**config.mk**
```make
export PLATFORM = sky130hd
export DESIGN_NAME = td_init_ctrl
export DESIGN_NICKNAME = d
export VERILOG_FILES = /design/src/rtl/td_init_ctrl.sv
export SDC_FILE = /design/constraint.sdc
export NUM_CORES = 1
export LEC_CHECK = 0
export CAP_MARGIN = 25
export CORE_MARGIN = 1.5
export CORE_UTILIZATION = 30
export DETAILED_ROUTE_END_ITERATION = 16
export GPL_ROUTABILITY_DRIVEN = 1
export SLEW_MARGIN = 20
export SYNTH_ARGS = -nofsm -noshare
export SYNTH_HDL_FRONTEND = slang
export SYNTH_SLANG_ARGS = --single-unit
```
**constraint.sdc**
```tcl
create_clock -name iCLK -period 2.4 [get_ports iCLK]
set_clock_uncertainty 0.2 [all_clocks]
set_input_delay 0.6 -clock iCLK [delete_from_list [all_inputs] [get_ports iCLK]]
set_output_delay 0.6 -clock iCLK [all_outputs]
set_load 0.1 [all_outputs]
```
**src/rtl/td_init_ctrl.sv**
```systemverilog
// td_init_ctrl: TV-decoder bring-up: reset hold, 8-entry I2C table load, lock wait, retry/fail supervision.
// Define TD_RELOCK_EN to fall back from S_RUN to S_LOCK after LOST_CYCLES unstable cycles.
module td_init_ctrl #(
    parameter int RST_HOLD      = 50000,
    parameter int SETTLE        = 100000,
    parameter int STABLE_FILTER = 1000,
    parameter int LOCK_TIMEOUT  = 5000000,
    parameter int LOST_CYCLES   = 2000,
    parameter int MAX_RETRY     = 3
) (
    input  logic        iCLK,
    input  logic        iRST_N,
    input  logic        iTD_Stable,
    input  logic        iNTSC,
    input  logic        iPAL,
    output logic        oTD_RESET_N,
    output logic        oI2C_REQ,
    output logic [23:0] oI2C_DATA,
    input  logic        iI2C_ACK,
    input  logic        iI2C_ERR,
    output logic        oVID_EN,
    output logic [1:0]  oSTD,
    output logic        oBUSY,
    output logic        oFAIL,
    output logic [3:0]  oRETRY
);
`ifdef TD_RELOCK_EN
    localparam bit RELOCK = 1'b1;
`else
    localparam bit RELOCK = 1'b0;
`endif
    localparam int M1   = RST_HOLD > SETTLE ? RST_HOLD : SETTLE;
    localparam int M2   = M1 > LOCK_TIMEOUT ? M1 : LOCK_TIMEOUT;
    localparam int CMAX = M2 > LOST_CYCLES ? M2 : LOST_CYCLES;
    localparam int CW   = $clog2(CMAX + 1);
    localparam int FW   = $clog2(STABLE_FILTER + 1);
    localparam logic [23:0] TBL [0:7] = '{
        24'h400F00, 24'h400004, 24'h401741, 24'h403102,
        24'h403DA2, 24'h403E6A, 24'h403FA0, 24'h400E00
    };

    typedef enum logic [2:0] {S_RESET, S_WAKE, S_WRITE, S_LOCK, S_RUN, S_FAIL} state_t;

    state_t        state, nxt;
    logic [CW-1:0] cnt;
    logic [FW-1:0] filt;
    logic [2:0]    idx;
    logic [3:0]    retry;
    logic          req, retry_go;
    logic [1:0]    stab_q, ntsc_q, pal_q;
    logic          stable_s, ntsc_s, pal_s, wr_done;

    assign stable_s = stab_q[1];
    assign ntsc_s   = ntsc_q[1];
    assign pal_s    = pal_q[1];
    assign wr_done  = req && iI2C_ACK;

    always_comb begin
        nxt      = state;
        retry_go = 1'b0;
        case (state)
            S_RESET: nxt = (cnt == CW'(RST_HOLD - 1)) ? S_WAKE : S_RESET;
            S_WAKE:  nxt = (cnt == CW'(SETTLE - 1)) ? S_WRITE : S_WAKE;
            S_WRITE: begin
                retry_go = wr_done && iI2C_ERR;
                nxt      = (wr_done && !iI2C_ERR && idx == 3'd7) ? S_LOCK : S_WRITE;
            end
            // lock completion takes priority over a coincident timeout
            S_LOCK: begin
                nxt      = (stable_s && filt == FW'(STABLE_FILTER - 1)) ? S_RUN : S_LOCK;
                retry_go = (nxt == S_LOCK) && (cnt == CW'(LOCK_TIMEOUT - 1));
            end
            S_RUN:   nxt = (RELOCK && !stable_s && cnt == CW'(LOST_CYCLES - 1)) ? S_LOCK : S_RUN;
            default: nxt = state;
        endcase
        if (retry_go)
            nxt = (retry < 4'(MAX_RETRY)) ? S_RESET : S_FAIL;
    end

    always_ff @(posedge iCLK or negedge iRST_N) begin
        if (!iRST_N) begin
            state  <= S_RESET;
            cnt    <= '0;
            filt   <= '0;
            idx    <= '0;
            retry  <= '0;
            req    <= 1'b0;
            stab_q <= '0;
            ntsc_q <= '0;
            pal_q  <= '0;
        end else begin
            state  <= nxt;
            stab_q <= {stab_q[0], iTD_Stable};
            ntsc_q <= {ntsc_q[0], iNTSC};
            pal_q  <= {pal_q[0], iPAL};
            cnt    <= (nxt != state) ? '0 :
                      (state inside {S_RESET, S_WAKE, S_LOCK} || (RELOCK && state == S_RUN && !stable_s)) ?
                      cnt + 1'b1 : '0;
            filt   <= (state == S_LOCK && nxt == S_LOCK && stable_s) ? filt + 1'b1 : '0;
            idx    <= (nxt != S_WRITE) ? '0 : (state == S_WRITE && wr_done) ? idx + 1'b1 : idx;
            // drop for one cycle after each ACK so requests are always separated
            req    <= (state == S_WRITE && nxt == S_WRITE) ? (req ? !iI2C_ACK : 1'b1) : 1'b0;
            retry  <= (retry_go && retry < 4'(MAX_RETRY)) ? retry + 1'b1 : retry;
        end
    end

    assign oTD_RESET_N = state != S_RESET;
    assign oI2C_REQ    = req;
    assign oI2C_DATA   = req ? TBL[idx] : '0;
    assign oVID_EN     = state == S_RUN;
    assign oSTD        = (oVID_EN && (pal_s ^ ntsc_s)) ? {pal_s, ntsc_s} : 2'b00;
    assign oBUSY       = !(state inside {S_RUN, S_FAIL});
    assign oFAIL       = state == S_FAIL;
    assign oRETRY      = retry;
endmodule

```
* Word-level counts from Yosys, hierarchy flattened *
Memory sizes are Yosys's and may differ from the RTL's.
Cells that the tools add are included.

word-level totals
  register bits after elaboration = 50
  ROM bits = 192
  input bits = 7
  output and inout bits = 35
  logic and storage cells = 72
  memories = 1

cells by class
  $add $sub $neg = 4
  order comparisons = 2
  eq/ne operators = 15
  multiplexer cells = 19
  bitwise gates (word level) = 2
  reductions and logical operators = 20

memories
  memory           words  width  rd ports  clocked after memory_dff  wr ports  RTL line  text
  (no name shown)  8      24     1         0                         0         109       assign oI2C_DATA = req ? TBL[idx] : '0;

operator list
  cell                     count
  $mux W24                 3
  $mux W23                 2
  $add A23 B1 Y23 const B  1
  $eq A23 B16 Y1 const B   1
  $eq A23 B17 Y1 const B   1
  $eq A23 B23 Y1 const B   1
  $eq A3 B2 Y1 const B     5
  $mux W3                  5
  $pmux W3 S5              1
  $logic_and A1 B1 Y1      12
  $add A10 B1 Y10 const B  1
  $eq A10 B10 Y1 const B   1
  $mux W10                 1
  $eq A3 B3 Y1 const B     3
  $reduce_bool A3 Y1       2
  $add A4 B1 Y4 const B    1
  $ge A4 B4 Y1 const B     1
  $lt A4 B2 Y1 const B     1
  $mux W1                  4
  $mux W2                  2
  $not A3 Y4               1
  $reduce_bool A2 Y1       2
  $add A3 B1 Y3 const B    1
  $eq A3 B1 Y1 const B     1
  6 further kinds          8

* Logic depth before layout (Yosys ltp) *
  depth after elaboration = 11
  depth in mapped cells = 8
  mapped depth without buffers = 7

* Least setup slack after synthesis *
No wires, ideal clock.

  path type = reg-to-output
  from = register req, in the netlist oI2C_REQ
  to = output port oI2C_DATA[9]
  arrival time = 4,345 ps
  required time = 1,600 ps
  path slack = -2,745 ps
  stages on the path, launching flop included = 4
  path buffers = 1
  path through = dfrtp_1 -> clkbuf_1 -> o31a_1 -> a21boi_0

on the way
  longest elaborated chain between the ends = 1

ends and longest elaborated chain
  element                   RTL line  text
  start: declaration        49        logic req, retry_go;
  start signal: assignment  102       req <= (state == S_WRITE && nxt == S_WRITE) ? (req ? !iI2C_ACK : 1'b1) : 1'b0;
  $mux W24                  109
  end: declaration          18        output logic [23:0] oI2C_DATA,

No other way between the ends.

* Final worst setup path *
  from = register idx[1]
  to = output port oI2C_DATA[9]

on the way
  longest elaborated chain between the ends = 5

ends and longest elaborated chain
  element                                      RTL line  text
  start: declaration                           47        logic [2:0] idx;
  start signal: assignment                     100       idx <= (nxt != S_WRITE) ? '0 : (state == S_WRITE && wr_done) ? idx + 1'b1 : idx;
  $not A3 Y4 (not written as such)             109
  $mem_v2 Z8 W24                               n/a
  $mux W24 (not written as such) (2 in a row)  109
  $mux W24                                     109

No other way between the ends. The select of a mux whose other input is x is not followed.

==> metrics.yaml <==
status:
  status: "complete, but fails checks"
  violations: "negative setup slack"
hold_path:
  worst_hold_path_type: "flop to flop"
worst_setup_path:
  crit_required_ns: 1.60
  cp_max_fo: 3
  critPathLaunchType: "flop"
  cp-end-kind: "output port"
  critPathKind: "flop to output port"
  worst_ep_arrival_time_ns: 1.62
sta:
  hold_viol_final: 0
  slew_violations: 0
  period_share: 1.009
  setup_viol: 2
  rsz0062_at_grt: "yes"
  period_minus_slack_ns: 2.421
  timing.final.ws_setup_ns: -0.02070
  fmaxAchievable_ghz: 0.4131
clock_network:
  htreeDepth: 2
  cts_sinks: 50
  clkLatencyLatePin_ns: 0.30
  path_clk_slew_ns: 0.09
  cts_tree: "yes"
  cts_buffer_depth: 2
  numCtsBuffers: 5
  cts.root.buffer_cell: "clkbuf_8"
yosys:
  yosysMostFrequentCell: "dfrtp_1"
  synth_top_area_frac: 0.4354
  ys_seq_elements: 50
  synth_cells: 302
  synth_area_leaders: "dfrtp_1 44%, xnor2_1 6.7%, nor3_1 5.7%"
  synth_edf_count: 0
  synth_cell_type_count: 52
  avgSynthCellArea_um2: 9.517
  yosysSeqAreaShare: 0.4354
  async_reset_ff_frac: 1.000
  ys.flop_type: "dfrtp_1"
  synth_top_cell_by_area: "dfrtp_1"
  synth_common_cells: "50 x dfrtp_1, 33 x nor3_1, 27 x nor2_1"
  synth_area_um2: 2874
  yosys_warnings: 0
power:
  p_leak_nw: 1.692
  total_power_w: 0.001525
  peakVddDrop_mv: 0.2029
  powerDensity_nw_per_um2: 358.1
grt:
  grt_pass1_vias: 2286
  grt_pass1_wl_um: 10930
  grt_usage: 0.1345
  grt_max_degree: 38
  overflow: 0
  antenna_found_initial: 0
place:
  dp_hpwl_um: 4622
  placed_area_um2: 3852
  dpl.cell_count: 480
  port_buffers: 31
  gp_congestion: 0.8361
detailed_routing:
  first_iter_violations: 146
  drt_wl_total_um: 6612
  vias: 2439
  vias_per_cell: 4.782
  ant_nets: 0
  post_drt_wl_per_cell_um: 12.96
  first_pass_iters: 4
  drcViolationCount: 0
die:
  dieArea_um2: 10180
  die_w_um: 100.9
  coreArea_um2: 9284
  start_util: 0.3096
  row_count: 35
  ioPinCount: 42
  die_h_um: 100.9
finish:
  area_delta_synth_final_pct: 48.15
  utilization: 0.4586
  layout.nets: 397
  fin_area_um2: 4258
  n_antenna_cell: 0
  drive_gt1_frac: 0.3570
  stdcell_count: 510
job:
  drv_cap: 0
-- where the power goes --
group          total, W  leakage (nW)  internal (W)  switching, W
combinational  0.000101         0.973     0.0000145     0.0000868
sequential     0.000849         0.667      0.000847    0.00000279
clock          0.000574        0.0524      0.000312      0.000262
total           0.00152          1.69       0.00117      0.000352
-- cells by family after synthesis --
family | count (synthesis) | synth area share
other cells | 1 | 0.001305
buf+inv | 38 | 0.07009
simple gates | 141 | 0.2708
compound gates | 27 | 0.07009
flops | 50 | 0.4354
mux | 4 | 0.01437
xor+xnor | 31 | 0.09447
fa+ha+maj | 10 | 0.04354
-- cells in the final DEF (no fill, tap or decap), types with 2 or more instances in the layout --
cell type and instances:
and3_1 4, nor4_2 2, nor4_4 2, xnor2_1 22, nand3b_1 2, nor2_2 2, xor2_1 9, nor2_1 22
inv_1 10, and4_1 2, and2_1 2, or4bb_1 3, dfrtp_1 45, ha_1 6, nand2_1 18, buf_12 25
a21oi_4 2, nor2_4 4, o21ai_0 2, nand4_1 6, clkbuf_1 2, dfrtp_2 4, mux2i_1 3, buf_4 51
nor3b_4 2, o31ai_1 2, or3_1 3, clkbuf_8 5, inv_2 3, clkdlybuf4s50_1 5, nor4_1 6, buf_6 3
or4b_4 2, a21oi_1 5, conb_1 10, and2_4 2, ha_4 3, nor3_1 32, nand3_1 11
-- registers in the layout, summed over array words and instances, names as in the netlist --
register and cells:
cnt 23, filt 10, oRETRY 4, idx 3, state 3, ntsc_q 2
pal_q 2, stab_q 2, oI2C_REQ 1
-- routing by layer --
metal / share of wire / wire length, um / vias to the layer above / global-route usage
li1: - / - / 1187 / -
met5: 0 / 0 / - / 0
met4: 0.020 / 135 / 0 / 0.05200
met3: 0.041 / 271 / 8 / 0.02080
met1: 0.46 / 3009 / 1174 / 0.1855
met2: 0.48 / 3194 / 70 / 0.2121
-- metrics by stage --
step           setup TNS, ns  worst slack, ns  hold WS (ns)
2_1_floorplan        -0.4464          -0.2530        0.1044
3_3_place_gp          -1.519         -0.06716        0.1337
3_5_place_dp          -3.004          -0.1364        0.1355
4_1_cts              -0.1715         -0.08752        0.1592
5_1_grt              -0.2755         -0.08872        0.1648
6_report            -0.03704         -0.02070        0.1544
-- final timing paths --
path,to,depth (start not counted),slack [ns],startpoint
max,oI2C_DATA[9],5,-0.02,idx[1]$_DFFE_PN0P_
min,stab_q[1]$_DFF_PN0_,0,0.15,stab_q[0]$_DFF_PN0_
max reg2reg,oRETRY[1]$_DFFE_PN0P_,5,0.08,cnt[16]$_DFF_PN0_
min reg2reg,stab_q[1]$_DFF_PN0_,0,0.15,stab_q[0]$_DFF_PN0_
max in group asynchronous,idx[0]$_DFFE_PN0P_,3,0.95,iRST_N
min in group asynchronous,cnt[20]$_DFF_PN0_,2,0.53,iRST_N
-- critical path, cell delays in order, from the launching register on --
cell	delay [ns]
dfrtp_1	0.42
buf_6	0.15
ha_4	0.17
o31a_4	0.28
a21boi_4	0.15
buf_12	0.16
-- repair_timing --
action | CTS | global route
setup endpoints to repair | 14 | 38
hold buffers | 1 | 0
setup buffers | 3 | 18
gates resized for setup | 14 | 20
endpoints found under the hold margin | 5 | 0
pin swaps | 1 | 10
-- layout make-up --
class	count	area (um2)
Clock buffer	7	76.32
Clock inverter	1	30.03
Fill cell	886	5026
Inverter	14	55.05
Multi-Input combinational cell	223	1693
Sequential cell	50	1260
Tap cell	129	161.4
Timing Repair Buffer	86	982.2
Power figures use the tool's default switching activity.
